--- src/rtl/gradient_controller.sv ---
// Sobel front-end controller: assembles a 3x3 window from streamed columns, hands it to
// the gradient units and emits min(gx+gy,255), or a binary edge when SOBEL_THRESHOLD_EN is defined.
module gradient_controller #(
  parameter int unsigned EDGE_THRESH = 128
) (
  input  logic             clk,
  input  logic             n_rst,
  input  logic             col_valid,
  input  logic [23:0]      col_pixels,
  input  logic             row_start,
  output logic             col_ready,
  output logic [8:0][7:0]  window_buffer,
  output logic             start_calculations,
  input  logic             h_done,
  input  logic             v_done,
  input  logic [10:0]      gx,
  input  logic [10:0]      gy,
  output logic             edge_valid,
  output logic [7:0]       edge_pixel,
  input  logic             edge_ready
);

  typedef enum logic [1:0] {IDLE, FILL, CALC, OUTPUT} state_t;

  state_t           r_state;
  state_t           w_next;
  logic [1:0]       r_fill_cnt;
  logic [8:0][7:0]  r_win;
  logic             r_h_seen;
  logic             r_v_seen;
  logic [10:0]      r_gx;
  logic [10:0]      r_gy;
  logic             r_edge_valid;
  logic [7:0]       r_edge_pixel;

  logic             w_col_ready;
  logic             w_start;
  logic             w_load;
  logic [1:0]       w_fill_next;
  logic             w_h_any;
  logic             w_v_any;
  logic             w_both;
  logic [11:0]      w_sum;
  logic [7:0]       w_pix;

  assign w_col_ready = (r_state == IDLE) || (r_state == FILL);
  // In IDLE only a row-starting column is taken into the window; others are dropped.
  assign w_load      = col_valid && w_col_ready && ((r_state == FILL) || row_start);
  assign w_fill_next = row_start ? 2'd1 : ((r_fill_cnt == 2'd3) ? 2'd3 : r_fill_cnt + 2'd1);
  assign w_h_any     = r_h_seen | h_done;
  assign w_v_any     = r_v_seen | v_done;
  assign w_both      = w_h_any & w_v_any;
  assign w_sum       = {1'b0, r_gx} + {1'b0, r_gy};

`ifdef SOBEL_THRESHOLD_EN
  assign w_pix = (w_sum >= 12'(EDGE_THRESH)) ? 8'hFF : 8'h00;
`else
  assign w_pix = (w_sum > 12'd255) ? 8'hFF : w_sum[7:0];
`endif

  always_ff @(posedge clk) begin
    if (!n_rst) r_state <= IDLE;
    else        r_state <= w_next;
  end

  always_comb begin
    w_next  = r_state;
    w_start = 1'b0;
    case (r_state)
      IDLE, FILL: begin
        if (w_load) w_next = (w_fill_next == 2'd3) ? CALC : FILL;
      end
      CALC: begin
        w_start = 1'b1;
        if (w_both) w_next = OUTPUT;
      end
      OUTPUT: begin
        if (r_edge_valid && edge_ready) w_next = FILL;
      end
      default: w_next = IDLE;
    endcase
  end

  always_ff @(posedge clk) begin
    if (!n_rst) begin
      r_fill_cnt   <= '0;
      r_win        <= '0;
      r_h_seen     <= 1'b0;
      r_v_seen     <= 1'b0;
      r_gx         <= '0;
      r_gy         <= '0;
      r_edge_valid <= 1'b0;
      r_edge_pixel <= '0;
    end else begin
      if (w_load) begin
        for (int unsigned r = 0; r < 3; r++) begin
          r_win[r*3]     <= r_win[r*3 + 1];
          r_win[r*3 + 1] <= r_win[r*3 + 2];
        end
        r_win[2]   <= col_pixels[23:16];
        r_win[5]   <= col_pixels[15:8];
        r_win[8]   <= col_pixels[7:0];
        r_fill_cnt <= w_fill_next;
      end
      if (r_state == CALC) begin
        if (h_done && !r_h_seen) r_gx <= gx;
        if (v_done && !r_v_seen) r_gy <= gy;
        r_h_seen <= w_both ? 1'b0 : w_h_any;
        r_v_seen <= w_both ? 1'b0 : w_v_any;
      end
      // First OUTPUT cycle registers the result; it is then held until accepted.
      if (r_state == OUTPUT) begin
        if (!r_edge_valid) begin
          r_edge_valid <= 1'b1;
          r_edge_pixel <= w_pix;
        end else if (edge_ready) begin
          r_edge_valid <= 1'b0;
        end
      end
    end
  end

  assign col_ready          = w_col_ready;
  assign start_calculations = w_start;
  assign window_buffer      = r_win;
  assign edge_valid         = r_edge_valid;
  assign edge_pixel         = r_edge_pixel;

endmodule

--- config.mk ---
export PLATFORM = sky130hd
export DESIGN_NAME = gradient_controller
export DESIGN_NICKNAME = d
export VERILOG_FILES = /design/src/rtl/gradient_controller.sv
export SDC_FILE = /design/constraint.sdc
export NUM_CORES = 1
export LEC_CHECK = 0
export ABC_AREA = 1
export CAP_MARGIN = 0
export CORE_MARGIN = 5
export CORE_UTILIZATION = 50
export CTS_CLUSTER_SIZE = 28
export DETAILED_ROUTE_END_ITERATION = 7
export GPL_TIMING_DRIVEN = 0
export PLACE_DENSITY = 0.89
export SYNTH_ARGS = -nofsm -noshare
export SYNTH_HDL_FRONTEND = slang
export SYNTH_SLANG_ARGS = --single-unit
--- constraint.sdc ---
create_clock -name clk -period 4.2 [get_ports clk]
set_input_delay 0.42 -clock clk [delete_from_list [all_inputs] [get_ports clk]]
set_output_delay 0.42 -clock clk [all_outputs]
set_load 0.02 [all_outputs]
### Word level (Yosys, flattened, before mapping)

Index checks and enable logic that the tools add are counted.

| cells by class | value |
|---|---|
| order comparisons | 1 |
| $mul | 0 |
| div/mod/pow operators | 0 |
| equal/unequal tests | 8 |
| shift-type cells | 0 |
| muxes and demuxes | 13 |
| reductions and logical operators | 15 |
| $add $sub $neg | 2 |
| bitwise logic cells | 4 |

Operators with widths:

| operator | count |
|---|---|
| 11-bit by 11-bit adder with 12-bit output | 1 |
| 12-bit by 8-bit > comparator with 1-bit output, second input constant | 1 |
| 2-bit 2-to-1 mux | 6 |
| 2-bit == test, second input constant | 4 |
| 8-bit 2-to-1 mux | 1 |
| 2-bit inequality test, second input constant | 3 |
| 2-bit case mux with 3 select lines | 1 |
| 2-bit AND reduction | 3 |
| 1-bit logical AND | 5 |
| 1-bit 2-to-1 mux | 5 |
| 3-bit AND reduction | 1 |
| 2-bit by 1-bit adder with 2-bit output, second input constant | 1 |
| 2-bit by 1-bit == test with 1-bit output, second input constant | 1 |
| 1-bit zero test | 2 |
| 2-bit zero test | 1 |
| 1-bit logical OR | 2 |
| 1-bit bitwise OR | 2 |
| 2-bit OR reduction | 1 |
| 1-bit bitwise AND | 1 |
| 1-bit inverter | 1 |

| word-level totals | value |
|---|---|
| output and inout port bits | 83 |
| memories | 0 |
| ROM bits | 0 |
| memory bits (writable) | 0 |
| register bits after elaboration | 109 |
| bits of input ports | 53 |
| bits in latches | 0 |

### Depth between registers and ports, before layout

Gate-level depths: netlist of the first run.

| depth | value |
|---|---|
| word-level depth | 7 |
| gate-level depth with buffers | 13 |

### Worst setup path before layout of the first run

OpenSTA, ideal clock, no wires.

| timing path | value |
|---|---|
| path kind | register to register |
| start point | reg r_gx[0] |
| end point | reg r_edge_pixel[0] (netlist: edge_pixel[0]) |
| clock period less this slack | 1.820 ns |
| arrival time | 1.697 ns |
| setup time | 0.123 ns |
| path slack | 2.380 ns |
| cell stages (with the launch flop) | 14 |
| cell sequence | dfxtp_1 ha_1 inv_1 fa_1 inv_1 nand2_1 nand2_1 nand3_1 nand2_1 nand2_1 nand2_1 nand3_1 nor2_4 a21oi_1 |

| between the ends | value |
|---|---|
| cells in the longest elaborated chain, start to end | 3 |

RTL lines:

| element | RTL line | text |
|---|---|---|
| start: declaration | 31 | `logic [10:0] r_gx;` |
| start signal: assignment | 106 | `if (h_done && !r_h_seen) r_gx <= gx;` |
| 11-bit by 11-bit adder with 12-bit output * | 53 | `assign w_sum = {1'b0, r_gx} + {1'b0, r_gy};` |
| 12-bit by 8-bit > comparator with 1-bit output | 58 | `assign w_pix = (w_sum > 12'd255) ? 8'hFF : w_sum[7:0];` |
| 8-bit 2-to-1 mux * | 58 |  |
| end signal: assignment | 115 | `r_edge_pixel <= w_pix;` |
| end: declaration | 34 | `logic [7:0] r_edge_pixel;` |

Mark *: on every way between the ends. The rest lies on a longest branch, timed or not.
A chain may end at the register's enable or synchronous reset.

### Final worst setup path of the first run

Ends and elaborated chain as after synthesis.

==> results.json, run 1 <==
{
  "status": "completed",
  "drc": 0,
  "start_util": 0.512,
  "r2r-end": "edge_pixel[0]",
  "worst_ep_arrival_time_ns": 2.41,
  "hold_class": "reg2reg",
  "synth_edf_count": 0,
  "rows": 34,
  "finalHoldViolCount": 0,
  "clock_skew_ns": 0.0126,
  "synth_flop_cell": "dfxtp_1",
  "dieArea_um2": 10900,
  "cp-end-kind": "register",
  "nFillCells": 687,
  "synthTopCellsByCount": "nand2_1 (202), dfxtp_1 (109), a21oi_1 (98)",
  "tightest_slew_ns": 0.508,
  "postSynthCellCount": 615,
  "crit_start": "r_gx[0]",
  "cpPeakStageDelay_ns": 0.40,
  "area_delta_synth_final_pct": 38.6,
  "hpwl_um": 9690,
  "regArea_um2": 2180,
  "r2r-start": "r_gx[0]",
  "clk_path_buf_depth": 2,
  "p_per_area_nw_per_um2": 334,
  "setup_violations": 0,
  "gr-total-overflow": 0,
  "drt_iter0_drc": 216,
  "crit_buf_inv": 2,
  "grt_pass1_vias": 4506,
  "synth.area.top_cells": "dfxtp_1 (49%), nand2_1 (17%), a21oi_1 (11%)",
  "cp-endpoint": "edge_pixel[0]",
  "dr_total_vias": 4532,
  "grt_max_degree": 21,
  "place.gp.congestion": 0.897,
  "synth_cell_types": 27,
  "clk_pin_slew_ns": 0.11,
  "r2r_slack_ns": 2.04,
  "cts_root_buf": "clkbuf_8",
  "grt_pass1_wl_um": 21200,
  "reg2reg_depth": 13,
  "multiInputGateArea_um2": 1980,
  "synth_nets": 680,
  "wl_um": 12800,
  "die_w_um": 104,
  "critical_path_depth": 13,
  "drive_gt1_frac": 0.0431,
  "diodes": 0,
  "max_slew_margin": 0.662,
  "ant_nets": 0,
  "io_pins": 136,
  "wl_per_cell_um": 14.6,
  "mappedNetlistArea_um2": 4460,
  "cp_common_cell": "nand2_1",
  "final.period_utilization": 0.514,
  "slew_violations": 0,
  "crit_chain": "ha_1 -> inv_1 -> fa_1 -> inv_1 -> nand2_1 -> nand2_1 -> nand3_1 -> nand2_1 -> nand2_1 -> nand2_1 -> nand3_1 -> nor2_4 -> a21oi_1",
  "final.setup.tns_ns": 0,
  "min_period_ns": 2.16,
  "crit_fanout": 8,
  "rsz0062_at_grt": "false",
  "cts_hold_buf": 0,
  "core_um2": 8720,
  "die_h_um": 104,
  "async_flop_share": 0,
  "grt_use_total": 0.234,
  "via_per_inst": 5.19,
  "synth_seq_area_share": 0.489,
  "cts_resized": 0,
  "drv_cap": 0,
  "port_buffers": 135,
  "htreeDepth": 3,
  "cp-start-kind": "register",
  "fmax_mhz": 463,
  "synth.most_common_cell": "nand2_1",
  "clkLatencyLatePin_ns": 0.37,
  "critPathRequiredTime_ns": 4.45,
  "ys_warn_count": 0,
  "cts_setup_buffers": 0,
  "cpLargestDelayFamily": "simple AND/OR/NAND/NOR gates",
  "synth_top_area_share": 0.489,
  "cts_tree": "yes",
  "synth.largest_area_cell": "dfxtp_1",
  "final_nets": 826,
  "ir_drop_uv": 262,
  "syn_avg_cell_area_um2": 7.26,
  "ys_ff_latch": 109,
  "min_path_cells": 2,
  "numClockSinks": 109,
  "utilization": 0.709,
  "p_leak_nw": 2.46,
  "cts_buffers": 9,
  "dr.pass1.iters": 5,
  "slowest_stage": "fa_1",
  "antenna_found_initial": 0,
  "crit_type": "reg2reg"
}
-- metrics by stage --
stage | hold WS (ns) | total power [mW] | setup WS, ns | std cells | cell area (µm²)
after floorplan | 0.446 | 1.22 | 2.38 | 615 | 4460
after global placement | 0.452 | 1.35 | 2.01 | 858 | 5950
after detailed placement | 0.456 | 1.35 | 1.98 | 858 | 5950
after CTS | 0.474 | 2.08 | 2.06 | 874 | 6190
after global routing | 0.504 | 2.15 | 1.81 | 874 | 6190
final | 0.469 | 2.07 | 2.04 | 874 | 6190
-- state kept, by name, summed over array words and instances, names as in the netlist --
signal         cells
edge_pixel         8
edge_valid         1
r_fill_cnt         2
r_gx              11
r_gy              11
r_h_seen           1
r_state            2
r_v_seen           1
window_buffer     72
-- cell families (layout without fill, tap and decap cells) --
kind of cell | after synthesis | count (layout) | synth area share
compound gates | 141 | 141 | 0.161
xor+xnor | 1 | 1 | 0.00196
fa+ha+maj | 12 | 12 | 0.0353
buf+inv | 72 | 223 | 0.0681
flops | 109 | 109 | 0.489
simple gates | 280 | 280 | 0.245
-- routing by layer --
metal	vias up	wire length, µm	GRT usage
met3	28	915	0.0751
met4	0	335	0.0805
li1	2264	-	-
met2	156	6200	0.397
met5	-	0	0
met1	2084	5330	0.277
-- worst min-delay path, cell delays in order (launching register included) --
cell and delay (ns):
dfxtp_1 0.32, nand2_1 0.06, a21oi_1 0.05
-- cell type report --
class | count | area share
clock inverters | 7 | 0.0184
inverters | 40 | 0.0243
multi-input cells | 434 | 0.320
well taps | 108 | 0.0218
clock buffers | 9 | 0.0200
plain buffers | 32 | 0.0249
flip-flops and latches | 109 | 0.353
repair buffers | 135 | 0.218
-- report_power, final --
group          switching, mW  internal [mW]  total (mW)
clock network          0.385          0.351       0.735
registers             0.0211           1.06        1.08
logic                  0.132          0.117       0.249
-- placed cells by master, fill, tap and decap left out --
| master | count |
|---|---|
| nand2_1 | 202 |
| clkdlybuf4s50_1 | 135 |
| dfxtp_1 | 109 |
| a21oi_1 | 98 |
| nor2_1 | 60 |
| inv_1 | 38 |
| o21ai_0 | 38 |
| clkbuf_1 | 18 |
| ha_1 | 11 |
| clkbuf_8 | 9 |
| nand3_1 | 8 |
| buf_2 | 6 |
| buf_4 | 5 |
| nor3_1 | 3 |
| inv_2 | 2 |
| buf_1 | 2 |
| nand4_1 | 2 |
| a221oi_1 | 2 |
| bufinv_16 | 2 |
| inv_6 | 2 |
| o21ai_1 | 1 |
| or2_1 | 1 |
| nand3b_1 | 1 |
| nor2_4 | 1 |
| xor2_1 | 1 |
| nand3_2 | 1 |
| or2_2 | 1 |
| o21a_1 | 1 |
| buf_6 | 1 |
| o211ai_1 | 1 |
| fa_1 | 1 |
| clkinv_4 | 1 |
| clkinv_8 | 1 |
| inv_8 | 1 |
-- worst min-delay path by stage --
stage | startpoint | end | slack (ns)
finish | window_buffer[53] | window_buffer[53] | 0.47
global route | window_buffer[1] | window_buffer[1] | 0.50
CTS | window_buffer[53] | window_buffer[53] | 0.47
detailed placement | window_buffer[27] | window_buffer[27] | 0.46
global placement | window_buffer[7] | window_buffer[7] | 0.45
floorplan | r_fill_cnt[1] | r_fill_cnt[0] | 0.45
(Power assumes the default switching activity.)
==> run 2: changes to the inputs <==
--- a/config.mk
+++ b/config.mk
@@ -8,11 +8,11 @@
 export ABC_AREA = 1
 export CAP_MARGIN = 0
 export CORE_MARGIN = 5
-export CORE_UTILIZATION = 50
+export CORE_UTILIZATION = 47
 export CTS_CLUSTER_SIZE = 28
 export DETAILED_ROUTE_END_ITERATION = 7
 export GPL_TIMING_DRIVEN = 0
-export PLACE_DENSITY = 0.89
+export PLACE_DENSITY = 0.84
 export SYNTH_ARGS = -nofsm -noshare
 export SYNTH_HDL_FRONTEND = slang
 export SYNTH_SLANG_ARGS = --single-unit
==> constraint.sdc (replaced) <==
create_clock -name clk -period 2 [get_ports clk]
set_input_delay 0.2 -clock clk [delete_from_list [all_inputs] [get_ports clk]]
set_output_delay 0.2 -clock clk [all_outputs]
set_load 0.02 [all_outputs]
==> results.json, run 2 (synthesized netlist as in run 1, its figures left out) <==
{
  "clkLatencyLatePin_ns": 0.38,
  "cp-start-kind": "register",
  "p_switching_mw": 1.14,
  "numClockSinks": 109,
  "via_per_inst": 4.98,
  "diodes": 0,
  "io_pins": 136,
  "p_comb_frac": 0.130,
  "p_int_mw": 2.97,
  "regArea_um2": 2190,
  "clk_pin_slew_ns": 0.11,
  "antenna_found_initial": 0,
  "drv_cap": 0,
  "hold_class": "in2reg",
  "drt_iter0_drc": 150,
  "reg2reg_depth": 14,
  "nFillCells": 769,
  "ant_nets": 0,
  "drive_gt1_frac": 0.0676,
  "hp-start": "col_pixels[9]",
  "drc": 0,
  "start_util": 0.483,
  "mostFrequentLayoutCells": "nand2_1 (201), clkdlybuf4s50_1 (135), dfxtp_1 (107)",
  "tightest_slew_ns": 0.468,
  "wl_um": 12700,
  "hpwl_um": 9590,
  "dr_total_vias": 4475,
  "cts_tree": "yes",
  "max_slew_margin": 0.688,
  "die_w_um": 107,
  "fmax_mhz": 517,
  "p_seq_frac": 0.553,
  "final.setup.tns_ns": 0,
  "setup_violations": 0,
  "min_path_cells": 3,
  "hold_end": "window_buffer[41]",
  "crit_type": "reg2reg",
  "htreeDepth": 3,
  "largest_register_ffs": 72,
  "holdWs_ns": 0.367,
  "die_h_um": 107,
  "worst_ep_arrival_time_ns": 2.21,
  "rows": 35,
  "clk_path_buf_depth": 2,
  "gr-total-overflow": 0,
  "r2r-start": "r_gx[0]",
  "dr.pass1.iters": 4,
  "area_delta_synth_final_pct": 40.4,
  "p_per_area_nw_per_um2": 656,
  "grt_pass1_vias": 4312,
  "finalHoldViolCount": 0,
  "ir_drop_uv": 449,
  "multiInputGateArea_um2": 2030,
  "grt_pass1_wl_um": 20600,
  "power_switching_share": 0.278,
  "min_period_ns": 1.93,
  "final.period_utilization": 0.967,
  "port_buffers": 135,
  "dieArea_um2": 11500,
  "cts_buffers": 9,
  "r2r_slack_ns": 0.07,
  "wl_per_cell_um": 14.1,
  "clock_skew_ns": 0.00941,
  "p_leak_nw": 2.46,
  "grt_use_total": 0.221,
  "slew_violations": 0,
  "critPathRequiredTime_ns": 2.27,
  "cts_root_buf": "clkbuf_8",
  "crit_fanout": 8,
  "r2r-end": "edge_pixel[6]",
  "status": "completed",
  "place.gp.congestion": 0.860,
  "core_um2": 9240,
  "grt_max_degree": 21,
  "final_common_cell": "nand2_1",
  "clockPowerShare": 0.317,
  "final_nets": 829,
  "cp-end-kind": "register"
}
==> run 2: cell count changes in the layout (fill, tap and decap cells not counted), moves of 2 or more <==
cell | previous run | this run
nand3_1 | 8 | 6
buf_4 | 5 | 7
a21oi_1 | 98 | 90
bufinv_16 | 2 | 0
nand3_2 | 1 | 3
a21oi_2 | 0 | 8
inv_8 | 1 | 3
dfxtp_1 | 109 | 107
==> run 2: worst max-delay path by stage <==
| stage | startpoint | to | slack, ns | cells after the start |
|---|---|---|---|---|
| floorplan | r_gx[0] | edge_pixel[0] | 0.18 | 13 |
| global placement | r_gy[0] | edge_pixel[1] | -0.06 | 13 |
| detailed placement | r_gy[0] | edge_pixel[6] | -0.15 | 13 |
| CTS | r_gy[0] | edge_pixel[6] | 0.01 | 13 |
| global route | r_gy[0] | edge_pixel[6] | -0.01 | 14 |
| finish | r_gx[0] | edge_pixel[6] | 0.07 | 14 |
==> run 2: through the flow <==
step	worst slack [ns]	total power [mW]	area, µm²	instances	utilization
after floorplan	0.180	2.57	4460	615	-
after global placement	-0.0580	2.83	5980	879	0.647
after detailed placement	-0.149	2.84	5980	879	0.647
after CTS	0.0128	4.12	6190	895	0.670
after global routing	-0.0135	4.27	6260	898	0.678
final	0.0657	4.11	6260	898	0.678
==> run 2: timing repair <==
item | 4_1_cts | 5_1_grt
hold buffers | 0 | 0
setup buffers | 0 | 3
pin swaps | 2 | 4
setup endpoints to repair | 8 | 8
resized for setup | 7 | 11
==> run 2: layout make-up <==
cell class                 count  share of cell area
buffer                        32              0.0246
clock buffer                   9              0.0198
tap                          129              0.0258
timing repair buffer         138               0.221
clock inverter                 7              0.0108
multi-input combinational    434               0.325
sequential                   109               0.349
inverter                      40              0.0240
==> run 2: worst max-delay path: stages, from the launching register on <==
cell and delay [ns]:
dfxtp_2 0.37, ha_4 0.13, inv_1 0.05, fa_2 0.38
inv_2 0.09, nand2_1 0.06, nand2_2 0.08, nand3_2 0.08
nand2_1 0.08, nand2_1 0.04, nand2_1 0.08, nand3_2 0.09
nor2_4 0.11, buf_12 0.14, a21oi_2 0.05
==> run 2: layer usage <==
layer / vias to the layer above / wire length (µm) / track usage
met4: 0 / 297 / 0.0848
met3: 23 / 983 / 0.0594
li1: 2273 / - / -
met1: 2039 / 5260 / 0.276
met2: 140 / 6160 / 0.365
met5: - / 0 / 0
==> run 2: power by group through the flow <==
stage	clock (mW)	combinational (mW)	sequential, mW
global route	1.41	0.577	2.28
detailed placement	0	0.522	2.32
global placement	0	0.514	2.32
CTS	1.32	0.527	2.27
floorplan	0	0.194	2.37
finish	1.30	0.533	2.27
